$ cat src/rtl/dfifo_pkg.sv
// Shared helpers for the dfifo block: parameter legality check used at elaboration.
package dfifo_pkg;

  function automatic bit is_legal_depth(int depth);
    return (depth >= 2) && ((depth & (depth - 1)) == 0);
  endfunction

endpackage

$ cat src/rtl/dfifo_mem.sv
// DEPTH x DIN register array: synchronous write port, asynchronous read port.
module dfifo_mem #(
  parameter int DIN    = 16,
  parameter int DEPTH  = 4,
  parameter int ADDR_W = $clog2(DEPTH)
) (
  input  logic              clk,
  input  logic              we_i,
  input  logic [ADDR_W-1:0] waddr_i,
  input  logic [DIN-1:0]    wdata_i,
  input  logic [ADDR_W-1:0] raddr_i,
  output logic [DIN-1:0]    rdata_o
);

  logic [DIN-1:0] mem_q [DEPTH];

  // NOTE: storage has no reset; occupancy lives in the pointers, so stale
  // words are never presented as valid and a reset tree here buys nothing.
  always_ff @(posedge clk) begin
    if (we_i) mem_q[waddr_i] <= wdata_i;
  end

  assign rdata_o = mem_q[raddr_i];

endmodule

$ cat src/rtl/dfifo.sv
// Synchronous FIFO on valid/ready handshakes; din_ready_o depends only on occupancy.
module dfifo
  import dfifo_pkg::*;
#(
  parameter int DIN   = 16,
  parameter int DEPTH = 4
) (
  input  logic           clk,
  input  logic           rst,
  input  logic [DIN-1:0] din_data_i,
  input  logic           din_valid_i,
  output logic           din_ready_o,
  output logic [DIN-1:0] dout_data_o,
  output logic           dout_valid_o,
  input  logic           dout_ready_i
);

  localparam int ADDR_W = $clog2(DEPTH);
  localparam int PTR_W  = ADDR_W + 1;

  if (!is_legal_depth(DEPTH)) begin : g_bad_depth
    $error("dfifo: DEPTH must be a power of two and >= 2");
  end

  logic [PTR_W-1:0] wr_ptr_q, wr_ptr_d;
  logic [PTR_W-1:0] rd_ptr_q, rd_ptr_d;
  logic             empty, full;
  logic             do_write, do_read;

  // The extra pointer MSB is the wrap flag that tells full apart from empty.
  assign empty = (wr_ptr_q == rd_ptr_q);
  assign full  = (wr_ptr_q[ADDR_W-1:0] == rd_ptr_q[ADDR_W-1:0]) &&
                 (wr_ptr_q[ADDR_W] != rd_ptr_q[ADDR_W]);

  assign din_ready_o  = !full;
  assign dout_valid_o = !empty;
  assign do_write     = din_valid_i && !full;
  assign do_read      = dout_ready_i && !empty;

  // NOTE: every always_comb output gets a default first so no path can infer a latch.
  always_comb begin
    wr_ptr_d = wr_ptr_q;
    rd_ptr_d = rd_ptr_q;
    if (do_write) wr_ptr_d = wr_ptr_q + PTR_W'(1);
    if (do_read)  rd_ptr_d = rd_ptr_q + PTR_W'(1);
  end

  // NOTE: state registers use non-blocking assignments so all flops update together.
  always_ff @(posedge clk or posedge rst) begin
    if (rst) begin
      wr_ptr_q <= '0;
      rd_ptr_q <= '0;
    end else begin
      wr_ptr_q <= wr_ptr_d;
      rd_ptr_q <= rd_ptr_d;
    end
  end

  dfifo_mem #(
    .DIN   (DIN),
    .DEPTH (DEPTH),
    .ADDR_W(ADDR_W)
  ) u_mem (
    .clk    (clk),
    .we_i   (do_write),
    .waddr_i(wr_ptr_q[ADDR_W-1:0]),
    .wdata_i(din_data_i),
    .raddr_i(rd_ptr_q[ADDR_W-1:0]),
    .rdata_o(dout_data_o)
  );

endmodule

$ cat config.mk
export PLATFORM = sky130hd
export DESIGN_NAME = dfifo
export DESIGN_NICKNAME = d
export VERILOG_FILES = /design/src/rtl/dfifo_pkg.sv /design/src/rtl/dfifo_mem.sv /design/src/rtl/dfifo.sv
export SDC_FILE = /design/constraint.sdc
export NUM_CORES = 1
export LEC_CHECK = 0
export BUFFER_PORTS_ARGS = -buffer_cell sky130_fd_sc_hd__buf_4
export CAP_MARGIN = 25
export CORE_ASPECT_RATIO = 0.5
export CORE_MARGIN = 4
export CORE_UTILIZATION = 45
export CTS_BUF_LIST = sky130_fd_sc_hd__clkbuf_8
export CTS_CLUSTER_DIAMETER = 50
export DETAILED_ROUTE_END_ITERATION = 10
export PLACE_DENSITY_LB_ADDON = 0.3
export SYNTH_ARGS = -nofsm -noshare
export SYNTH_HDL_FRONTEND = slang
export SYNTH_HIERARCHICAL = 1
export SYNTH_SLANG_ARGS = --single-unit
export TNS_END_PERCENT = 1
$ cat constraint.sdc
create_clock -name clk -period 7.15 [get_ports clk]
set_input_delay 1.43 -clock clk [delete_from_list [all_inputs] [get_ports clk]]
set_output_delay 1.43 -clock clk [all_outputs]
set_load 0.02 [all_outputs]
## Yosys cells after proc, flatten, opt, wreduce, memory -nomap -nowiden

Memory sizes are Yosys's and may differ from the RTL's.
Index checks and enable logic that the tools add are counted.

- Output and inout port bits: 18
- Input port bits: 20
- Word-level logic and storage cells: 15
- Memories: 1
- Bits in registers: 6
- Memory bits (writable): 64

- Equal/unequal tests: 3
- Multiplexer cells: 2
- Reduce and logical (&&, ||, !) cells: 5
- $add $sub $neg: 2

Memories:

| name | depth | bits a word | read ports | clocked after Yosys merged registers in | write ports | RTL line | RTL |
|---|---|---|---|---|---|---|---|
| u_mem.mem_q | 4 | 16 | 1 | 0 | 1 | dfifo_mem.sv:15 | `logic [DIN-1:0] mem_q [DEPTH];` |

Operator list:

| cell | number |
|---|---|
| 3-bit by 1-bit adder with 3-bit output, second input constant | 2 |
| 3-bit equality test | 1 |
| 1-bit logical AND | 3 |
| 2-bit equality test | 1 |
| 1-bit logical NOT | 2 |
| 1-bit two-way mux | 2 |
| 1-bit != test | 1 |

## Longest topological paths before layout

Gate-level depths: netlist of run 1.

- Word-level depth: 6
- Mapped depth: 4
- Depth with buffers taken out: 4

## By module

The synthesis of run 1 kept the hierarchy.

By module, submodules not included:

| module | sequential area each (sq um) | instances | area an instance (sq um) | cells each |
|---|---|---|---|---|
| dfifo_mem | 1921.8 | 1 | 2377.3 | 88 |
| dfifo | 150.1 | 1 | 411.6 | 45 |

## Worst setup path after synthesis of run 1

OpenSTA, ideal clock, no wires.

- Path type: input to register
- Start: in din_valid_i
- End: mem u_mem.mem_q[0][0], enable pin
- Setup time: 0.413 ns
- Arrival: 2.853 ns
- Stages: 3
- Setup slack: 3.884 ns
- Data required time: 6.737 ns
- Buffers on the path: 0
- Cells stage by stage: o31ai_1 > inv_1 > nor3b_1

- Longest elaborated chain between the ends: 3

RTL lines:

| element | RTL line | RTL |
|---|---|---|
| start, declared | dfifo.sv:11 | `input logic din_valid_i,` |
| 1-bit logical AND | dfifo.sv:37 | `assign do_write = din_valid_i && !full;` |
| net do_write | dfifo.sv:28 | `logic do_write, do_read;` |
| 1-bit two-way mux | dfifo_mem.sv:20 | `if (we_i) mem_q[waddr_i] <= wdata_i;` |
| 1-bit two-way mux (implied by the code) | dfifo_mem.sv:20 |  |
| end, declared | dfifo_mem.sv:15 |  |

The timed path passes the listed nets, and every way through them passes these cells.

## Worst setup path after layout of run 1

- Start: reg rd_ptr_q[0]
- End: out dout_data_o[2]

- Longest elaborated chain between the ends: 1

RTL lines:

| element | RTL line | RTL |
|---|---|---|
| start, declared | dfifo.sv:26 | `logic [PTR_W-1:0] rd_ptr_q, rd_ptr_d;` |
| start signal, assigned | dfifo.sv:55 | `rd_ptr_q <= rd_ptr_d;` |
| memory read 4 x 16 bit | -- |  |
| end, declared | dfifo.sv:13 | `output logic [DIN-1:0] dout_data_o,` |

Every way passes these cells.

==> impl_metrics.py, run 1 <==
metrics = {
    "status": {
        "status": "finished clean",
    },
    "drt": {
        "drc": 0,
        "vias_per_cell": 5.12,
        "drt_first_iter_violations": 68,
        "vias": 1372,
        "ant_nets": 0,
        "wl_mm": 4.59,
        "wl_per_cell_um": 17.1,
        "dr.pass1.iters": 4,
    },
    "synthesis": {
        "synth_top_family_by_area": "multiplexers",
        "synthSimpleGateAreaFrac": 0.0274,
        "ys_ff_latch": 70,
        "synthCells": 133,
        "synthesis.area_sq_um": 2790,
        "synth_edf_count": 64,
        "yosysSeqAreaShare": 0.743,
        "synthArstFlopShare": 0.0857,
        "syn-mean-instance-area_sq_um": 21.0,
        "synthXorXnorAreaFrac": 0.0247,
        "synth_fa_ha_area_frac": 0.00897,
        "synth_compound_area_frac": 0.0359,
        "ys_types": 23,
        "ys.flop_type": "edfxtp_1",
        "syn_nets": 155,
        "synth.yosys.warnings": 6,
        "synth_mux_area_frac": 0.137,
    },
    "sta": {
        "post-route-period-util": 0.484,
        "maxSlewHeadroom": 0.390,
        "finalHoldViolCount": 0,
        "rsz0062_at_grt": "false",
        "fmax_mhz": 289,
        "period_needed_ns": 3.46,
        "tns_ns": 0,
        "worst_pin_slew_ns": 0.915,
        "setup_viol": 0,
        "fin_skew_ns": 0.00491,
        "slew_viol_final": 0,
    },
    "placed_design": {
        "io_buffers": 37,
        "place_inst": 252,
        "place.gp.congestion": 0.752,
        "hpwlAfterDp_mm": 2.89,
    },
    "clocking": {
        "cts-resized-gates": 0,
        "cts_hold_buf": 0,
        "cts_tree": "done",
        "post_cts_buffers": 0,
        "htreeDepth": 3,
        "clock-sinks": 70,
        "clkTransAtPathRegs_ns": 0.07,
        "clk-insertion-delay-late_ns": 0.34,
        "max-clock-path-buffers": 2,
        "root_buffer": "clkbuf_8",
        "cts_buffers": 9,
    },
    "floorplan": {
        "die_h_um": 63.7,
        "die_area_sq_um": 7600,
        "fp.dieW_um": 119,
        "initial_utilization": 0.487,
        "rows": 19,
        "boundaryPins": 38,
        "core_sq_um": 5730,
    },
    "power_and_ir_drop": {
        "ir_drop_uv": 199,
        "p_leak_nw": 1.20,
        "power.density_nw_per_um2": 436,
    },
    "finish": {
        "fillers": 420,
        "synthToLayoutAreaGrowth_pct": 21.0,
        "layout.cells.most_common": "edfxtp_1",
        "antenna_cells": 0,
        "drive_above_1_share": 0.364,
        "layout_common_cells": "edfxtp_1, buf_4, mux4_2, clkbuf_8",
        "nets": 201,
        "final_cells": 268,
    },
    "job": {
        "cap_violations": 0,
    },
    "global_routing": {
        "grt_max_degree": 22,
        "grt-ovfl-total": 0,
        "antenna_found_initial": 0,
        "track_usage": 0.133,
        "grt_pass1_wl_mm": 7.46,
        "grt_pass1_vias": 1445,
    },
    "setup_path": {
        "cp.required_ns": 5.72,
        "cp.arrival_ns": 2.03,
        "worst-path-max-fanout": 14,
        "critPathLaunchType": "register",
        "critical_path_class": "register to output port",
        "critPathCaptureType": "output port",
    },
    "worst_hold_path": {
        "worstHoldPathType": "register to register",
    },
}
==> where the power goes <==
part	total, W	switching, W	internal (W)
clock network	0.000344	0.000147	0.000197
logic	0.000519	0.000280	0.000239
registers	0.000609	0.0000616	0.000547
total	0.00147	0.000488	0.000983
==> per-layer routing <==
metal  GRT usage  wire (um)  share of wire  vias up
li1            -          -              -      642
met1       0.163       2020           0.44      699
met2       0.209       2280           0.50       24
met3      0.0626        253          0.055        7
met4      0.0456         37         0.0081        0
met5           0          0              0        -
==> synthesized netlist by cell type (3+ instances only) <==
master,number,area share
dfrtp_1,6,0.054
mux4_2,10,0.081
o31ai_1,4,0.011
nand2b_1,3,0.0067
nand2_1,6,0.0081
inv_1,6,0.0081
mux4_1,6,0.057
edfxtp_1,64,0.69
a21oi_1,4,0.0072
xnor2_1,4,0.013
==> cell type report <==
| class | instances | area, sq um | area share |
|---|---|---|---|
| inverters | 6 | 22.5 | 0.00668 |
| clock buffers | 9 | 124 | 0.0367 |
| well taps | 84 | 105 | 0.0312 |
| flip-flops and latches | 70 | 2070 | 0.614 |
| multi-input cells | 53 | 658 | 0.195 |
| clock inverters | 7 | 98.8 | 0.0293 |
| repair buffers | 39 | 293 | 0.0868 |
==> path summary, 6_finish.rpt <==
check | depth (start not counted) | end | startpoint | slack (ns)
max in group asynchronous | 2 | rd_ptr_q[0] | rst | 5.93
worst max-delay path | 3 | dout_data_o[2] | rd_ptr_q[0] | 3.69
min in group asynchronous | 2 | wr_ptr_q[1] | rst | 1.01
worst min register to register | 2 | wr_ptr_q[2] | wr_ptr_q[2] | 0.62
worst min-delay path | 2 | wr_ptr_q[2] | wr_ptr_q[2] | 0.62
worst max register to register | 5 | u_mem/mem_q[0][0] | rd_ptr_q[1] | 4.22
==> critical path, cell delays in order, from the launching register on <==
cell and delay [ns]:
dfrtp_1 0.56, buf_4 0.36, mux4_1 0.60, buf_4 0.17
==> logic make-up after synthesis <==
family | after synthesis
adder cells (fa/ha/maj) | 2
multiplexers | 16
flip-flops | 70
buffers and inverters | 10
AO/OA/AOI/OAI | 14
XOR/XNOR | 7
AND/OR/NAND/NOR | 14
==> metrics by stage <==
| step | total power, W | utilization | setup slack, ns | cell area [sq um] | hold slack (ns) |
|---|---|---|---|---|---|
| after floorplan | 0.000968 | - | 3.88 | 2790 | 0.549 |
| after global placement | 0.00113 | 0.550 | 4.07 | 3150 | 0.580 |
| after detailed placement | 0.00114 | 0.550 | 4.02 | 3150 | 0.599 |
| after CTS | 0.00149 | 0.589 | 3.64 | 3370 | 0.619 |
| after global routing | 0.00155 | 0.589 | 3.48 | 3370 | 0.658 |
| final | 0.00147 | 0.589 | 3.69 | 3370 | 0.618 |
==> registers in the layout, indices dropped and copies added, names as in the netlist <==
name	count
wr_ptr_q	3
u_mem/mem_q	64
rd_ptr_q	3
(Power assumes the default switching activity.)
==> run 2: changes to the inputs <==
clock period = 3 ns   (was 7.15 ns; I/O delays follow)
==> run 2 against run 1 <==
  * Final area is 0.52% lower
  * Sequential power is 130% higher
  * Non-clock buffer count is 1 higher
==> impl_metrics.py, run 2 (synthesis results as in run 1) <==
metrics = {
    "floorplan": {
        "fp.dieW_um": 119,
        "initial_utilization": 0.487,
        "die_area_sq_um": 7600,
        "rows": 19,
        "core_sq_um": 5730,
        "boundaryPins": 38,
        "die_h_um": 63.7,
    },
    "placed_design": {
        "hpwlAfterDp_mm": 2.82,
        "place.gp.congestion": 0.769,
        "dpl_cell_area_sq_um": 3160,
        "io_buffers": 37,
        "pre_cts_slack_ns": 0.687,
    },
    "setup_path": {
        "cp.arrival_ns": 1.88,
        "critPathLaunchType": "register",
        "worst-path-max-fanout": 19,
        "critical_path_class": "register to output port",
        "critPathCaptureType": "output port",
        "cp.required_ns": 2.40,
    },
    "sta": {
        "setup_viol": 0,
        "worst_pin_slew_ns": 0.851,
        "tns_ns": 0,
        "finalHoldViolCount": 0,
        "rsz0062_at_grt": "false",
        "maxSlewHeadroom": 0.432,
        "fmax_mhz": 403,
        "fin_ws_ns": 0.518,
        "period_needed_ns": 2.48,
        "fin_skew_ns": 0.0103,
        "post-route-period-util": 0.827,
        "slew_viol_final": 0,
    },
    "clocking": {
        "max-clock-path-buffers": 2,
        "cts-resized-gates": 0,
        "clkTransAtPathRegs_ns": 0.07,
        "cts_tree": "done",
        "clock-sinks": 70,
        "root_buffer": "clkbuf_8",
        "cts_buffers": 9,
        "post_cts_buffers": 0,
        "htreeDepth": 3,
        "cts_hold_buf": 0,
        "clk-insertion-delay-late_ns": 0.34,
    },
    "drt": {
        "wl_per_cell_um": 16.8,
        "drc": 0,
        "vias": 1356,
        "ant_nets": 0,
        "dr.pass1.iters": 4,
        "wl_mm": 4.51,
        "drt_first_iter_violations": 59,
        "vias_per_cell": 5.04,
    },
    "global_routing": {
        "grtUsageMet1": 0.159,
        "met3_usage": 0.0527,
        "track_usage": 0.130,
        "grt-ovfl-total": 0,
        "grt_max_degree": 21,
        "grt_pass1_vias": 1481,
        "use_met2": 0.212,
        "grt_pass1_wl_mm": 7.34,
        "antenna_found_initial": 0,
        "grt_busiest_layer": "met2",
    },
    "status": {
        "status": "finished clean",
    },
    "finish": {
        "synthToLayoutAreaGrowth_pct": 20.3,
        "fin_util": 0.586,
        "layout_common_cells": "edfxtp_1, buf_4, mux4_2, clkbuf_8",
        "layout.cells.most_common": "edfxtp_1",
        "final_area_sq_um": 3360,
        "top_register": "u_mem/mem_q",
        "fillers": 416,
        "drive_above_1_share": 0.362,
        "reg_top3": "u_mem/mem_q: 64 flops, rd_ptr_q: 3 flops, wr_ptr_q: 3 flops",
        "nets": 202,
        "largest_reg_flops": 64,
        "antenna_cells": 0,
    },
    "power_and_ir_drop": {
        "ir_drop_uv": 463,
        "p_leak_nw": 1.19,
        "power_w": 0.00342,
        "power.density_nw_per_um2": 1020,
    },
    "worst_hold_path": {
        "worstHoldPathType": "input pin to asynchronous set/reset pin",
    },
    "job": {
        "cap_violations": 0,
    },
}
-- run 2: cell count changes in the layout (fill, tap and decap cells not counted), sizes merged --
cell and delta:
inv +1, bufinv -1, clkinv -2, buf +1, clkinvlp +2
-- run 2: stage by stage --
stage | instances | hold WS, ns
finish | 269 | 0.185
global route | 269 | 0.190
CTS | 269 | 0.182
detailed placement | 253 | 0.555
global placement | 253 | 0.556
floorplan | 133 | 0.391
-- run 2: layout make-up --
| class | instances | area (sq um) | share of cell area |
|---|---|---|---|
| Clock buffer | 9 | 124 | 0.0369 |
| Clock inverter | 7 | 73.8 | 0.0220 |
| Inverter | 6 | 22.5 | 0.00671 |
| Multi-Input combinational cell | 53 | 658 | 0.196 |
| Sequential cell | 70 | 2070 | 0.617 |
| Tap cell | 84 | 105 | 0.0313 |
| Timing Repair Buffer | 40 | 300 | 0.0895 |
-- run 2: power breakdown --
part / switching [W] / internal (W) / leakage (nW)
sequential: 0.0000904 / 0.00131 / 0.660
combinational: 0.000723 / 0.000572 / 0.439
clock: 0.000345 / 0.000384 / 0.0895
total: 0.00116 / 0.00226 / 1.19
-- run 2: final timing paths --
path	startpoint	slack [ns]	end	cells after the start
worst max register to register	wr_ptr_q[1]	0.67	u_mem/mem_q[2][0]	4
worst max-delay path	rd_ptr_q[0]	0.52	dout_data_o[15]	3
worst min-delay path	rst	0.19	rd_ptr_q[0]	2
max in group asynchronous	rst	2.61	rd_ptr_q[2]	2
worst min register to register	rd_ptr_q[2]	0.64	rd_ptr_q[2]	2
min in group clk	din_data_i[9]	0.46	u_mem/mem_q[2][9]	1
-- run 2: per-layer routing --
layer / up-vias / wire, um
li1: 642 / -
met1: 680 / 1990
met2: 30 / 2270
met3: 4 / 203
met4: 0 / 55
met5: - / 0
-- run 2: worst max-delay path, stage by stage (launching register included) --
cell     delay (ns)
dfrtp_1        0.38
buf_4          0.36
mux4_1         0.61
buf_4          0.18
